==> config.mk <==
export PLATFORM = sky130hd
export DESIGN_NAME = alu_multiciclo_flat
export DESIGN_NICKNAME = d
export VERILOG_FILES = /design/src/rtl/alu_pkg.sv /design/src/rtl/alu_multiciclo_if.sv /design/src/rtl/alu_mul_iter.sv /design/src/rtl/alu_multiciclo.sv /design/src/flat_wrapper.sv
export SDC_FILE = /design/constraint.sdc
export NUM_CORES = 1
export LEC_CHECK = 0
export BUFFER_PORTS_ARGS = -buffer_cell sky130_fd_sc_hd__buf_4
export CAP_MARGIN = 15
export CORE_ASPECT_RATIO = 2
export CORE_MARGIN = 5
export CORE_UTILIZATION = 35
export DETAILED_ROUTE_END_ITERATION = 10
export MAX_ROUTING_LAYER = met4
export PLACE_DENSITY = 0.49
export SLEW_MARGIN = 20
export SYNTH_ARGS = -nofsm -noshare
export SYNTH_HDL_FRONTEND = slang
export SYNTH_HIERARCHICAL = 1
export SYNTH_SLANG_ARGS = --single-unit
==> constraint.sdc <==
create_clock -name clk -period 6.8 [get_ports clk]
set_input_delay 0.34 -clock clk [delete_from_list [all_inputs] [get_ports clk]]
set_output_delay 0.34 -clock clk [all_outputs]
set_load 0.01 [all_outputs]
==> src/rtl/alu_pkg.sv <==
// Op-codes and FSM encoding shared by the multi-cycle ALU.
// Op-codes match the control unit's 3-bit op field.
package alu_pkg;

    localparam logic [2:0] OP_ADD = 3'b000;
    localparam logic [2:0] OP_SUB = 3'b001;
    localparam logic [2:0] OP_ASR = 3'b010;
    localparam logic [2:0] OP_AND = 3'b011;
    localparam logic [2:0] OP_OR  = 3'b100;
    localparam logic [2:0] OP_XOR = 3'b101;
    localparam logic [2:0] OP_SHL = 3'b110;
    localparam logic [2:0] OP_MUL = 3'b111;

    typedef enum logic {
        ST_IDLE = 1'b0,
        ST_MUL  = 1'b1
    } state_t;

endpackage

==> src/rtl/alu_multiciclo_if.sv <==
// operar/listo handshake and data bus between control unit and ALU.
interface alu_multiciclo_if #(
    parameter int N = 16
);
    logic         operar;
    logic [2:0]   op;
    logic [N-1:0] in_a;
    logic [N-1:0] in_b;
    logic [N-1:0] out;
    logic         z;
    logic         n;
    logic         c;
    logic         v;
    logic         listo;
    logic         ocupado;

    modport master (
        output operar, op, in_a, in_b,
        input  out, z, n, c, v, listo, ocupado
    );

    modport slave (
        input  operar, op, in_a, in_b,
        output out, z, n, c, v, listo, ocupado
    );
endinterface

==> src/rtl/alu_mul_iter.sv <==
// Iterative shift-add unsigned multiplier, one partial product per step.
// prod is the accumulator value after the current step.
module alu_mul_iter #(
    parameter int N = 16
) (
    input  logic           clk,
    input  logic           rst,
    input  logic           start,
    input  logic           step,
    input  logic [N-1:0]   a,
    input  logic [N-1:0]   b,
    output logic           fin,
    output logic [2*N-1:0] prod
);
    localparam int CW = $clog2(N);

    logic [2*N-1:0] mcand;
    logic [2*N-1:0] acc;
    logic [N-1:0]   mplier;
    logic [CW-1:0]  count;

    assign prod = mplier[0] ? acc + mcand : acc;
    assign fin  = (count == CW'(N - 1));

    always_ff @(posedge clk) begin
        if (rst) begin
            mcand  <= '0;
            acc    <= '0;
            mplier <= '0;
            count  <= '0;
        end else if (start) begin
            mcand  <= {{N{1'b0}}, a};
            acc    <= '0;
            mplier <= b;
            count  <= '0;
        end else if (step) begin
            acc    <= prod;
            mcand  <= mcand << 1;
            mplier <= mplier >> 1;
            count  <= count + 1'b1;
        end
    end
endmodule

==> src/rtl/alu_multiciclo.sv <==
// Registered ALU: single-cycle ops complete in one clock, MUL iterates N.
// out and flags only move on reset or when an op completes.
module alu_multiciclo
    import alu_pkg::*;
#(
    parameter int N = 16
) (
    input  logic            clk,
    input  logic            rst,
    alu_multiciclo_if.slave bus
);
    state_t         state;
    logic [N-1:0]   out_q;
    logic           z_q, n_q, c_q, v_q;
    logic           listo_q, ocupado_q;

    logic           accept, is_mul, mul_fin;
    logic [2*N-1:0] mul_prod;
    logic [N:0]     sum, dif;
    logic [N-1:0]   a, b, res;
    logic           rc, rv;

    assign a      = bus.in_a;
    assign b      = bus.in_b;
    assign accept = (state == ST_IDLE) && bus.operar;
    assign is_mul = (bus.op == OP_MUL);

    alu_mul_iter #(.N(N)) u_mul (
        .clk   (clk),
        .rst   (rst),
        .start (accept && is_mul),
        .step  (state == ST_MUL),
        .a     (a),
        .b     (b),
        .fin   (mul_fin),
        .prod  (mul_prod)
    );

    assign sum = {1'b0, a} + {1'b0, b};
    assign dif = {1'b0, a} - {1'b0, b};

    // Carry/borrow comes from bit N of the widened add/sub.
    always_comb begin
        res = '0;
        rc  = 1'b0;
        rv  = 1'b0;
        unique case (1'b1)
            (bus.op == OP_ADD): begin
                res = sum[N-1:0];
                rc  = sum[N];
                rv  = (a[N-1] == b[N-1]) && (sum[N-1] != a[N-1]);
            end
            (bus.op == OP_SUB): begin
                res = dif[N-1:0];
                rc  = dif[N];
                rv  = (a[N-1] != b[N-1]) && (dif[N-1] != a[N-1]);
            end
            (bus.op == OP_ASR): begin
                res = {a[N-1], a[N-1:1]};
                rc  = a[0];
            end
            (bus.op == OP_AND): res = a & b;
            (bus.op == OP_OR):  res = a | b;
            (bus.op == OP_XOR): res = a ^ b;
            (bus.op == OP_SHL): begin
                res = {a[N-2:0], 1'b0};
                rc  = a[N-1];
            end
            (bus.op == OP_MUL): res = '0;
        endcase
    end

    always_ff @(posedge clk) begin
        if (rst) begin
            state     <= ST_IDLE;
            out_q     <= '0;
            z_q       <= 1'b1;
            n_q       <= 1'b0;
            c_q       <= 1'b0;
            v_q       <= 1'b0;
            listo_q   <= 1'b0;
            ocupado_q <= 1'b0;
        end else begin
            listo_q <= 1'b0;
            unique case (state)
                ST_IDLE: begin
                    if (bus.operar && is_mul) begin
                        state     <= ST_MUL;
                        ocupado_q <= 1'b1;
                    end else if (bus.operar) begin
                        out_q   <= res;
                        z_q     <= (res == '0);
                        n_q     <= res[N-1];
                        c_q     <= rc;
                        v_q     <= rv;
                        listo_q <= 1'b1;
                    end
                end
                ST_MUL: begin
                    if (mul_fin) begin
                        state     <= ST_IDLE;
                        ocupado_q <= 1'b0;
                        out_q     <= mul_prod[N-1:0];
                        z_q       <= (mul_prod[N-1:0] == '0);
                        n_q       <= mul_prod[N-1];
                        c_q       <= |mul_prod[2*N-1:N];
                        v_q       <= 1'b0;
                        listo_q   <= 1'b1;
                    end
                end
            endcase
        end
    end

    assign bus.out     = out_q;
    assign bus.z       = z_q;
    assign bus.n       = n_q;
    assign bus.c       = c_q;
    assign bus.v       = v_q;
    assign bus.listo   = listo_q;
    assign bus.ocupado = ocupado_q;
endmodule

==> src/flat_wrapper.sv <==
// flat-port wrapper written by rule: the top's interface ports become plain ports
module alu_multiciclo_flat import alu_pkg::*;
#(
    parameter int N = 16
)
  (clk, rst, bus_operar, bus_op, bus_in_a, bus_in_b, bus_out, bus_z, bus_n, bus_c, bus_v, bus_listo, bus_ocupado);
  alu_multiciclo_if #(.N(N)) bus_i ();
  input  logic clk;
  input  logic rst;
  input wire logic [$bits(bus_i.operar)-1:0] bus_operar;
  input wire logic [$bits(bus_i.op)-1:0] bus_op;
  input wire logic [$bits(bus_i.in_a)-1:0] bus_in_a;
  input wire logic [$bits(bus_i.in_b)-1:0] bus_in_b;
  output wire logic [$bits(bus_i.out)-1:0] bus_out;
  output wire logic [$bits(bus_i.z)-1:0] bus_z;
  output wire logic [$bits(bus_i.n)-1:0] bus_n;
  output wire logic [$bits(bus_i.c)-1:0] bus_c;
  output wire logic [$bits(bus_i.v)-1:0] bus_v;
  output wire logic [$bits(bus_i.listo)-1:0] bus_listo;
  output wire logic [$bits(bus_i.ocupado)-1:0] bus_ocupado;
  assign bus_i.operar = bus_operar;
  assign bus_i.op = bus_op;
  assign bus_i.in_a = bus_in_a;
  assign bus_i.in_b = bus_in_b;
  assign bus_out = bus_i.out;
  assign bus_z = bus_i.z;
  assign bus_n = bus_i.n;
  assign bus_c = bus_i.c;
  assign bus_v = bus_i.v;
  assign bus_listo = bus_i.listo;
  assign bus_ocupado = bus_i.ocupado;
  alu_multiciclo #(.N(N)) u_core (.clk(clk), .rst(rst), .bus(bus_i));
endmodule
==> results.cfg <==
[outcome]
outcome = completed

[run]
max-cap-violations = 0

[placed_design]
dp_cells = 1573
dp_hpwl_mm = 27.48
gp_congestion = 0.9509
port-buffer-count = 59

[cts]
hold_buffers = 0
cts.root.buffer_cell = clkbuf_16
cts_setup_buffers = 0
clk_pin_slew_ns = 0.09
post_cts_resized = 0
cts_inserted_buffers = 9
clock_latency_ns = 0.38
tritoncts = done
htree_levels = 3
tritoncts_num_sinks = 106
ctsLongestPathBuffers = 2

[die]
start_util = 0.3535
die_height_um = 242.7
floorplan.core_area_um2 = 26800
floorplan.die_area_um2 = 30660
placement_rows = 85
i_o_pins = 60
die_x_um = 126.3

[route]
vias = 9242
drt-pass1-iter-count = 5
drt_drc_violations_left = 0
drt-wirelength-per-cell_um = 22.24
drt-initial-drc-count = 495
postRouteAntennaNets = 0
routed_wirelength_mm = 35.34
detail_route.vias_per_cell = 5.816

[critical_path]
worstSetupPathType = flip-flop to flip-flop
reg2reg_slack_ns = 3.10
end_kind = flip-flop
cp_max_fo = 3
timing.critical_path.arrival_ns = 3.94
cpLargestDelayFamily = compound AO/OA/AOI/OAI gates
critical_path_buf_inv_count = 0
crit_chain = ha_1 > fa_1 > a21o_1 > a221oi_2 > or3_1 > a21oi_1 > nand2b_2 > a31oi_1 > xnor2_1 > mux2_2 > nor4_1 > a41oi_1 > a22oi_1 > o22ai_1
critical_path_required_ns = 7.04
cp_slowest_cell = fa_1
critPathLaunchType = flip-flop
critical_path.max_stage_delay_ns = 0.41

[yosys]
synth_area_per_cell_um2 = 7.652
seq_total_area_yosys = 0.2240
synthTopCellsByArea = dfxtp_1 (22%), ha_1 (11%), mux2i_1 (8.0%), nor2_1 (7.0%), a21oi_1 (6.1%)
ys_async_sr_fraction = 0
yosysTopAreaCell = dfxtp_1
synthTopCellsByCount = nor2_1 (176), a21oi_1 (116), dfxtp_1 (106)
yosys.area.top_type_share = 0.2240
netlist_instances = 1238
yosysUniqueCellTypes = 94
synth-main-ff-cell = dfxtp_1
yosys_warnings = 6
synth-edff-count = 0
cell_area_after_synthesis_um2 = 9473
mappedNetlistNets = 1359
synth.most_common_cell = nor2_1
postSynthRegisterBits = 106

[global_route]
global_route_total_usage_across_every_layer = 0.2330
grt_antenna_before_repair = 0
grt_pass1_vias = 9441
gr-total-overflow = 0
grt_pass1_wl_mm = 53.63
grt_max_degree = 70

[layout]
nets = 1357
area_growth_pct = 9.695
share_of_layout_cells_above_drive_strength_1 = 0.1128
diodes = 0
finish.cell_count_without_fillers = 1589

[sta]
setup_tns_ns = 0
number_of_endpoints_with_negative_hold_slack_in_the_final_report = 0
drv_slew = 0
timing.fmax_ghz = 0.2702
period_needed_ns = 3.701
timing.clock.skew_ns = 0.01271
timing.final.setup_violations = 0
layout_worst_path_cycle_share = 0.5443
maxSlewHeadroom = 0.3709
tightest_slew_ns = 0.9318
rsz0062_at_grt = no

[power_and_ir_drop]
p_leak_nw = 4.267
irDropWorstVdd_mv = 0.1207
power_per_cell_area_nw_per_um2 = 157.5

[hold_path]
hold_path_class = primary input to flip-flop
## through the flow
stage | setup WS [ns] | cell area, um^2 | hold slack, ns | utilization | total power, mW
after global routing | 2.910 | 10390 | 0.2071 | 0.3877 | 1.712
after global placement | 3.138 | 10080 | 0.4500 | 0.3763 | 1.081
after detailed placement | 3.078 | 10080 | 0.4559 | 0.3763 | 1.082
final | 3.099 | 10390 | 0.2052 | 0.3877 | 1.636
after CTS | 3.061 | 10390 | 0.1763 | 0.3877 | 1.657
after floorplan | 3.670 | 9473 | 0.4481 | - | 0.9292
## registers in the layout, indices dropped and copies added, names as in the netlist
name,cells
u_core/u_mul/acc,32
u_core/bus.ocupado,1
u_core/state,1
u_core/u_mul/count,4
u_core/u_mul/mplier,16
u_core/bus.z,1
u_core/bus.c,1
u_core/bus.v,1
u_core/u_mul/mcand,32
u_core/bus.out,16
u_core/bus.listo,1
## cells in the final DEF, fill, tap and decap left out, drive strengths merged, types with 8 or more instances in the layout
cell,instances
nor2,176
a21oi,116
dfxtp,106
nand2,83
ha,80
mux2i,76
buf,68
inv,66
o21ai,60
nor3,26
nand3,23
mux2,22
xnor2,21
o211ai,20
nand2b,20
a21o,17
nor2b,16
nand4,13
nor4,11
and3,11
a211oi,11
clkbuf,10
o21a,10
xor2,10
a31oi,10
a221oi,10
or2,9
or3,8
## worst paths after layout
| path | start | to | depth (start not counted) |
|---|---|---|---|
| setup / recovery | u_core/u_mul/mcand[0] | u_core/bus.c | 14 |
| hold / removal | bus_in_b[11] | u_core/u_mul/mplier[11] | 3 |
| setup reg to reg | u_core/u_mul/mcand[0] | u_core/bus.c | 14 |
| hold reg to reg | u_core/bus.out[6] | u_core/bus.out[6] | 2 |
## report_power, final
part | leakage (nW) | total (mW) | switching, mW | internal, mW
registers | 0.860 | 0.652 | 0.0160 | 0.636
clock network | 0.148 | 0.565 | 0.285 | 0.279
logic | 3.26 | 0.419 | 0.266 | 0.153
total | 4.27 | 1.64 | 0.568 | 1.07
## layer usage
metal  GRT usage  vias to the layer above  part of all wire
met5           -                        -                 0
met4      0.1586                        0             0.078
met3     0.02596                      115             0.028
met2      0.4532                      270              0.56
met1      0.2022                     4404              0.33
li1            -                     4453                 -
## cell type report
| cell class | instances | area (um^2) |
|---|---|---|
| Clock buffer | 10 | 250.2 |
| Clock inverter | 6 | 56.30 |
| Fill cell | 2904 | 16410 |
| Inverter | 65 | 244.0 |
| Multi-Input combinational cell | 986 | 6769 |
| Sequential cell | 106 | 2126 |
| Tap cell | 348 | 435.4 |
| Timing Repair Buffer | 68 | 510.5 |
## worst register-to-register path, delay by kind of cell (launching register included)
family / cells / cell delay, ns
xor gates and xnor gates: 1 / 0.11
AOI/OAI and AO/OA: 7 / 1.39
DFF: 1 / 0.33
muxes: 1 / 0.28
and+or+nand+nor: 3 / 0.83
adders and majority gates: 2 / 0.63
## kinds of logic (layout without fill, tap and decap cells)
kind of cell / count (synthesis) / count (layout) / synth area share
fa+ha+maj: 83 / 83 / 0.1120
flops: 106 / 106 / 0.2240
xor+xnor: 31 / 31 / 0.02866
mux: 98 / 98 / 0.1065
compound gates: 345 / 345 / 0.2506
buf+inv: 146 / 149 / 0.06221
simple gates: 429 / 429 / 0.2161
Note: power is estimated with default switching activity, not from simulation.
